File: src/rtl/seed_extend_engine.sv
// rtl/seed_extend_engine.sv - ungapped X-drop seed extension engine over a three-word DB window
//
// Purpose: takes a seed (query symbol index, absolute DB symbol index), fetches the
// DB words before, containing and after the seed, then extends left and right
// in parallel with match/mismatch scoring and X-drop termination, and reports
// the extended hit.
//
// Ports:
//   clk, rst                    clock, synchronous active-high reset
//   query_valid_i/query_data_i  load the query word (used from the next seed on)
//   db_words_i                  DB length in words; words outside it are never fetched
//   seed_valid_i/seed_ready_o   seed handshake, seed_qpos_i / seed_dpos_i
//   mem_req_valid_o/ready_i     word fetch request, mem_req_addr_o = DB word index
//   mem_rsp_valid_i/data_i      fetch response
//   res_valid_o/res_ready_i     result handshake with res_start_o, res_end_o, res_score_o, res_pass_o
//   busy_o                      high whenever the engine is not idle
module seed_extend_engine #(
    parameter int WORD_W   = 512,
    parameter int SYM_W    = 2,
    parameter int SEED_LEN = 11,
    parameter int MAX_EXT  = 100,
    parameter int MATCH    = 1,
    parameter int MISMATCH = 3,
    parameter int XDROP    = 10,
    parameter int SCORE_W  = 12,
    parameter int SCORE_TH = 20
) (
    input  logic               clk,
    input  logic               rst,
    input  logic               query_valid_i,
    input  logic [WORD_W-1:0]  query_data_i,
    input  logic [31:0]        db_words_i,
    input  logic               seed_valid_i,
    output logic               seed_ready_o,
    input  logic [15:0]        seed_qpos_i,
    input  logic [31:0]        seed_dpos_i,
    output logic               mem_req_valid_o,
    input  logic               mem_req_ready_i,
    output logic [31:0]        mem_req_addr_o,
    input  logic               mem_rsp_valid_i,
    input  logic [WORD_W-1:0]  mem_rsp_data_i,
    output logic               res_valid_o,
    input  logic               res_ready_i,
    output logic [31:0]        res_start_o,
    output logic [31:0]        res_end_o,
    output logic [SCORE_W-1:0] res_score_o,
    output logic               res_pass_o,
    output logic               busy_o
);

    localparam int SYMS     = WORD_W / SYM_W;
    localparam int WIN_SYMS = 3 * SYMS;
    localparam int SMAX     = (1 << (SCORE_W - 1)) - 1;
    localparam int SMIN     = -(1 << (SCORE_W - 1));

    typedef enum logic [2:0] {
        S_IDLE   = 3'd0,
        S_REQ    = 3'd1,
        S_WAIT   = 3'd2,
        S_EXTEND = 3'd3,
        S_REPORT = 3'd4
    } state_t;

    state_t state_q, state_d;

    // query_q follows query_valid_i at any time; qwork_q is the snapshot a seed
    // works against, so a mid-operation load only affects later seeds.
    logic [WORD_W-1:0] query_q;
    logic [WORD_W-1:0] qwork_q;

    // Window slot 0/1/2 holds DB word w-1/w/w+1.
    logic [WORD_W-1:0]   win_q [3];
    logic [3*WORD_W-1:0] window;
    logic [2:0]          rng_q;
    logic [2:0]          win_valid_q;
    logic [1:0]          fetch_idx_q;
    logic [1:0]          fetch_nxt;

    logic [15:0] qpos_q;
    logic [31:0] dpos_q;
    logic [31:0] w_q;
    logic [15:0] off_q;

    // Side 0 extends left, side 1 extends right.
    logic signed [SCORE_W-1:0] run_q [2];
    logic signed [SCORE_W-1:0] run_d [2];
    logic signed [SCORE_W-1:0] best_q [2];
    logic signed [SCORE_W-1:0] best_d [2];
    logic [15:0]               len_q [2];
    logic [15:0]               len_d [2];
    logic [15:0]               k_q [2];
    logic [15:0]               k_d [2];
    logic [1:0]                stop_q;
    logic [1:0]                stop_d;

    logic [31:0]        res_start_q;
    logic [31:0]        res_end_q;
    logic [SCORE_W-1:0] res_score_q;
    logic               res_pass_q;

    function automatic logic signed [SCORE_W-1:0] sat(input int v);
        if (v > SMAX) return SCORE_W'(SMAX);
        if (v < SMIN) return SCORE_W'(SMIN);
        return SCORE_W'(v);
    endfunction

    // First window slot at or after 'from' whose DB word exists; 3 means none left.
    function automatic logic [1:0] first_from(input logic [2:0] rng, input int from);
        for (int j = 0; j < 3; j++) begin
            if (j >= from && rng[j]) return 2'(j);
        end
        return 2'd3;
    endfunction

    assign window    = {win_q[2], win_q[1], win_q[0]};
    assign fetch_nxt = first_from(rng_q, int'(fetch_idx_q) + 1);

    // Seed decode: home word and which neighbours lie inside the DB.
    logic [31:0] seed_w;
    logic [2:0]  seed_rng;
    always_comb begin
        seed_w      = seed_dpos_i / 32'(SYMS);
        seed_rng[0] = (seed_w != 32'd0) && ((seed_w - 32'd1) < db_words_i);
        seed_rng[1] = seed_w < db_words_i;
        seed_rng[2] = ({1'b0, seed_w} + 33'd1) < {1'b0, db_words_i};
    end

    // One extension step per side; the stop checks come before the compare so
    // a side that cannot even take step 0 keeps best 0.
    int               qi   [2];
    int               wp   [2];
    int               nrun [2];
    logic [SYM_W-1:0] qsym [2];
    logic [SYM_W-1:0] dsym [2];
    logic             dval [2];
    always_comb begin
        for (int s = 0; s < 2; s++) begin
            run_d[s]  = run_q[s];
            best_d[s] = best_q[s];
            len_d[s]  = len_q[s];
            k_d[s]    = k_q[s];
            stop_d[s] = stop_q[s];
            qsym[s]   = '0;
            dsym[s]   = '0;
            nrun[s]   = 0;
            if (s == 0) begin
                qi[s] = int'(qpos_q) - 1 - int'(k_q[s]);
                wp[s] = int'(off_q) + SYMS - 1 - int'(k_q[s]);
            end else begin
                qi[s] = int'(qpos_q) + SEED_LEN + int'(k_q[s]);
                wp[s] = int'(off_q) + SYMS + SEED_LEN + int'(k_q[s]);
            end
            if (wp[s] < 0 || wp[s] >= WIN_SYMS) dval[s] = 1'b0;
            else if (wp[s] < SYMS)              dval[s] = win_valid_q[0];
            else if (wp[s] < 2 * SYMS)          dval[s] = win_valid_q[1];
            else                                dval[s] = win_valid_q[2];

            if (state_q == S_EXTEND && !stop_q[s]) begin
                if (int'(k_q[s]) >= MAX_EXT || qi[s] < 0 || qi[s] > SYMS - 1 || !dval[s]) begin
                    stop_d[s] = 1'b1;
                end else begin
                    qsym[s] = SYM_W'(qwork_q >> (qi[s] * SYM_W));
                    dsym[s] = SYM_W'(window >> (wp[s] * SYM_W));
                    nrun[s] = (qsym[s] == dsym[s]) ? int'(run_q[s]) + MATCH
                                                   : int'(run_q[s]) - MISMATCH;
                    run_d[s] = sat(nrun[s]);
                    if (run_d[s] > best_q[s]) begin
                        best_d[s] = run_d[s];
                        len_d[s]  = k_q[s] + 16'd1;
                    end
                    k_d[s] = k_q[s] + 16'd1;
                    if (int'(run_d[s]) <= int'(best_d[s]) - XDROP) stop_d[s] = 1'b1;
                end
            end
        end
    end

    // Result assembled from the final-step values so it is ready on REPORT entry.
    logic [31:0]               r_start;
    logic [31:0]               r_end;
    logic signed [SCORE_W-1:0] r_score;
    always_comb begin
        r_start = dpos_q - 32'(len_d[0]);
        r_end   = dpos_q + 32'(SEED_LEN - 1) + 32'(len_d[1]);
        r_score = sat(SEED_LEN * MATCH + int'(best_d[0]) + int'(best_d[1]));
    end

    always_ff @(posedge clk) begin
        if (rst) state_q <= S_IDLE;
        else     state_q <= state_d;
    end

    always_comb begin
        state_d = state_q;
        case (state_q)
            S_IDLE:   if (seed_valid_i) state_d = S_REQ;
            S_REQ: begin
                if (fetch_idx_q == 2'd3)  state_d = S_EXTEND;
                else if (mem_req_ready_i) state_d = S_WAIT;
            end
            S_WAIT:   if (mem_rsp_valid_i) state_d = (fetch_nxt == 2'd3) ? S_EXTEND : S_REQ;
            S_EXTEND: if (stop_d == 2'b11) state_d = S_REPORT;
            S_REPORT: if (res_ready_i) state_d = S_IDLE;
            default:  state_d = S_IDLE;
        endcase
    end

    always_comb begin
        seed_ready_o    = (state_q == S_IDLE);
        busy_o          = (state_q != S_IDLE);
        mem_req_valid_o = (state_q == S_REQ) && (fetch_idx_q != 2'd3);
        mem_req_addr_o  = w_q + 32'(fetch_idx_q) - 32'd1;
        res_valid_o     = (state_q == S_REPORT);
    end

    assign res_start_o = res_start_q;
    assign res_end_o   = res_end_q;
    assign res_score_o = res_score_q;
    assign res_pass_o  = res_pass_q;

    always_ff @(posedge clk) begin
        if (rst) begin
            query_q     <= '0;
            qwork_q     <= '0;
            rng_q       <= '0;
            win_valid_q <= '0;
            fetch_idx_q <= 2'd3;
            qpos_q      <= '0;
            dpos_q      <= '0;
            w_q         <= '0;
            off_q       <= '0;
            run_q       <= '{default: '0};
            best_q      <= '{default: '0};
            len_q       <= '{default: '0};
            k_q         <= '{default: '0};
            stop_q      <= '0;
            res_start_q <= '0;
            res_end_q   <= '0;
            res_score_q <= '0;
            res_pass_q  <= 1'b0;
        end else begin
            if (query_valid_i) query_q <= query_data_i;
            case (state_q)
                S_IDLE: begin
                    if (seed_valid_i) begin
                        qwork_q     <= query_valid_i ? query_data_i : query_q;
                        qpos_q      <= seed_qpos_i;
                        dpos_q      <= seed_dpos_i;
                        w_q         <= seed_w;
                        off_q       <= 16'(seed_dpos_i % 32'(SYMS));
                        rng_q       <= seed_rng;
                        win_valid_q <= '0;
                        fetch_idx_q <= first_from(seed_rng, 0);
                        run_q       <= '{default: '0};
                        best_q      <= '{default: '0};
                        len_q       <= '{default: '0};
                        k_q         <= '{default: '0};
                        stop_q      <= '0;
                    end
                end
                S_WAIT: begin
                    if (mem_rsp_valid_i) begin
                        win_q[fetch_idx_q]       <= mem_rsp_data_i;
                        win_valid_q[fetch_idx_q] <= 1'b1;
                        fetch_idx_q              <= fetch_nxt;
                    end
                end
                S_EXTEND: begin
                    run_q  <= run_d;
                    best_q <= best_d;
                    len_q  <= len_d;
                    k_q    <= k_d;
                    stop_q <= stop_d;
                    if (stop_d == 2'b11) begin
                        res_start_q <= r_start;
                        res_end_q   <= r_end;
                        res_score_q <= r_score;
                        res_pass_q  <= (int'(r_score) >= SCORE_TH);
                    end
                end
                default: ;
            endcase
        end
    end

endmodule

File: config.mk
export PLATFORM = sky130hd
export DESIGN_NAME = seed_extend_engine
export DESIGN_NICKNAME = d
export VERILOG_FILES = /design/src/rtl/seed_extend_engine.sv
export SDC_FILE = /design/constraint.sdc
export NUM_CORES = 2
export LEC_CHECK = 0
export BUFFER_PORTS_ARGS = -buffer_cell sky130_fd_sc_hd__buf_2
export CAP_MARGIN = 20
export CELL_PAD_IN_SITES_DETAIL_PLACEMENT = 0
export CELL_PAD_IN_SITES_GLOBAL_PLACEMENT = 1
export CORE_MARGIN = 2
export CORE_UTILIZATION = 30
export CTS_BUF_LIST = sky130_fd_sc_hd__clkbuf_4 sky130_fd_sc_hd__clkbuf_8
export DETAILED_ROUTE_END_ITERATION = 8
export HOLD_SLACK_MARGIN = 0.1
export PLACE_DENSITY_LB_ADDON = 0.1
export SLEW_MARGIN = 20
export SYNTH_ARGS = -nofsm -noshare
export SYNTH_HDL_FRONTEND = slang
export SYNTH_SLANG_ARGS = --single-unit
File: constraint.sdc
create_clock -name clk -period 41.7 [get_ports clk]
set_input_delay 6.255 -clock clk [delete_from_list [all_inputs] [get_ports clk]]
set_output_delay 6.255 -clock clk [all_outputs]
set_load 0.02 [all_outputs]
==> flow_metrics.tcl <==
set metrics [dict create \
    outcome "complete, no violations" \
    synth_edf_count 1536 \
    viasPerCell 5.34 \
    max_cap_viol_count 0 \
    port-buffer-count 1223 \
    cp_common_cell "buf_4" \
    fin_hold_ws_ns 0.447 \
    r2r-start "dpos_q[1]" \
    cts_tree "built" \
    antenna_found_initial 369 \
    power_w 0.00907 \
    p_leak_nw 60.2 \
    nets 12300 \
    met1_length_mm 213 \
    first_pass_iters 5 \
    gp_congestion 0.834 \
    totalWireLength_mm 525 \
    highest_layer "met5" \
    vias 92000 \
    clk_pin_slew_ns 0.06 \
    min_from "len_q[6]" \
    drc 0 \
    finalSetupViolCount 0 \
    finalSetupTns_ns 0 \
    required_ns 42.66 \
    min_path_type "flop to flop" \
    clock.fmax_mhz 58.0 \
    netlist.area_leader.share 0.346 \
    synth_area_um2 133000 \
    avgSynthCellArea_um2 14.0 \
    regToRegSetupSlack_ns 24.47 \
    period_share 0.413 \
    holdBufCountCts 0 \
    ant_nets 0 \
    synth_warnings 0 \
    start_util 0.302 \
    yosys_register_bits 2809 \
    final.min_clock_period_ns 17.23 \
    rsz0062_at_grt "false" \
    htreeDepth 6 \
    hpwl_mm 380 \
    crit_type "flop to flop" \
    fill_cells 43200 \
    hold_viol 0 \
    numCtsBuffers 533 \
    yosysTopAreaCell "edfxtp_1" \
    endpoint_kind "flop" \
    clock-root-buffer "clkbuf_8" \
    synth_cell_types 94 \
    fp.dieArea_um2 450000 \
    async_flop_share 0 \
    wl_met3_mm 32.6 \
    wl_per_cell_um 30.5 \
    drtIter0Drc 7331 \
    rows 244 \
    cts_setup_buffers 0 \
    synthesis.nets 11000 \
    placed_cell_area_um2 146000 \
    design_area_um2 157000 \
    fin_skew_ns 0.0784 \
    grt_pass1_vias 93600 \
    crit_slowest_cell "a2111oi_1" \
    grt_overflow 0 \
    power_density_nw_per_um2 57.7 \
    ir_drop_mv 0.0714 \
    startpoint "dpos_q[1]" \
    arrival_ns 18.18 \
    drv_slew 0 \
    die_height_um 671 \
    cp_slowest_stage_delay_ns 0.97 \
    grt.total_usage 0.226 \
    synth_seq_area_share 0.537 \
    stdcell_count 17200 \
    wl_met2_mm 260 \
    dpl.cell_count 16200 \
    final_cell_mix "edfxtp_1, dfxtp_1, buf_2, mux4_2, nor2_1" \
    synth.area.top_cells "edfxtp_1, dfxtp_1, mux4_2" \
    clock_latency_ns 1.17 \
    ys.flop_type "edfxtp_1" \
    synth_cells 9522 \
    io_pins 1224 \
    layout-drive-gt1-share 0.314 \
    grt_pass1_wl_mm 730 \
    cp_max_fo 35 \
    core_area_um2 442000 \
    area_growth_pct 17.9 \
    mostFrequentLayoutCell "edfxtp_1" \
    worst_pin_slew_ns 1.14 \
    clock_path_buffers 4 \
    start_kind "flop" \
    die_w_um 671 \
    cts_resized 0 \
    slew-limit-headroom 0.222 \
    grt_max_degree 154 \
    clock_sinks 2809 \
]
registers in the layout (all words and copies together), names as in the netlist:
name	cells
state_q	3
win_q	1536
rng_q	2
res_end_o	32
res_pass_o	1
qwork_q	512
res_score_o	12
fetch_idx_q	2
stop_q	2
win_valid_q	3
len_q	32
k_q	32
qpos_q	16
res_start_o	32
run_q	24
query_q	512
dpos_q	32
best_q	24
power breakdown:
part / internal (W) / switching [W]
Clock: 0.00153 / 0.00126
Combinational: 0.00124 / 0.00186
Sequential: 0.00307 / 0.000107
final cells by class:
class / count / area, um^2 / share of cell area
Sequential cell: 2809 / 71600 / 0.455
Multi-Input combinational cell: 5819 / 58600 / 0.372
Clock buffer: 753 / 9380 / 0.0596
Timing Repair Buffer: 1420 / 7760 / 0.0494
Tap cell: 5904 / 7390 / 0.0470
Clock inverter: 174 / 1380 / 0.00877
Inverter: 216 / 811 / 0.00516
Antenna cell: 140 / 350 / 0.00223
worst max-delay path: cells and delay by family (launching register included):
kind / cells / cell delay [ns]
AND/OR/NAND/NOR: 10 / 1.93
flip-flops: 1 / 0.44
adder cells (fa/ha/maj): 6 / 2.08
multiplexers: 4 / 1.64
AO/OA/AOI/OAI: 22 / 6.37
XOR/XNOR: 1 / 0.19
buffers and inverters: 11 / 4.16
synthesized netlist by cell type (74+ instances only):
master / n
edfxtp_1: 1536
dfxtp_1: 1273
mux4_2: 1102
nor2_1: 730
mux2i_1: 681
nand2_1: 542
o22a_1: 515
clkbuf_1: 393
ha_1: 362
a21oi_1: 319
inv_1: 216
nand3_1: 181
o21ai_0: 181
xnor2_1: 145
buf_2: 142
buf_1: 113
nor3_1: 88
a211oi_1: 74
worst paths after layout:
check,end,cells after the start
min,len_q[6],2
max,res_start_o[23],54
min reg2reg,len_q[6],2
max reg2reg,res_start_o[23],54
stage by stage:
stage / setup slack, ns / util
2_1_floorplan: -1.68 / -
3_3_place_gp: 23.86 / 0.330
3_5_place_dp: 23.98 / 0.330
4_1_cts: 23.97 / 0.355
5_1_grt: 22.93 / 0.355
6_report: 24.47 / 0.356
layer usage:
metal / vias to the layer above / global-route usage
li1: 40100 / -
met1: 47200 / 0.280
met2: 3518 / 0.389
met3: 1107 / 0.0460
met4: 104 / 0.0841
met5: - / 0
cell families after synthesis:
kind of cell | Yosys count | synth area share
DFF | 2809 | 0.537
and+or+nand+nor | 1901 | 0.0637
muxes | 1811 | 0.240
AOI/OAI and AO/OA | 1513 | 0.0823
buffers and inverters | 894 | 0.0274
adders and majority gates | 375 | 0.0355
xor gates and xnor gates | 219 | 0.0144
No activity file was read; power rests on OpenSTA's default activity.
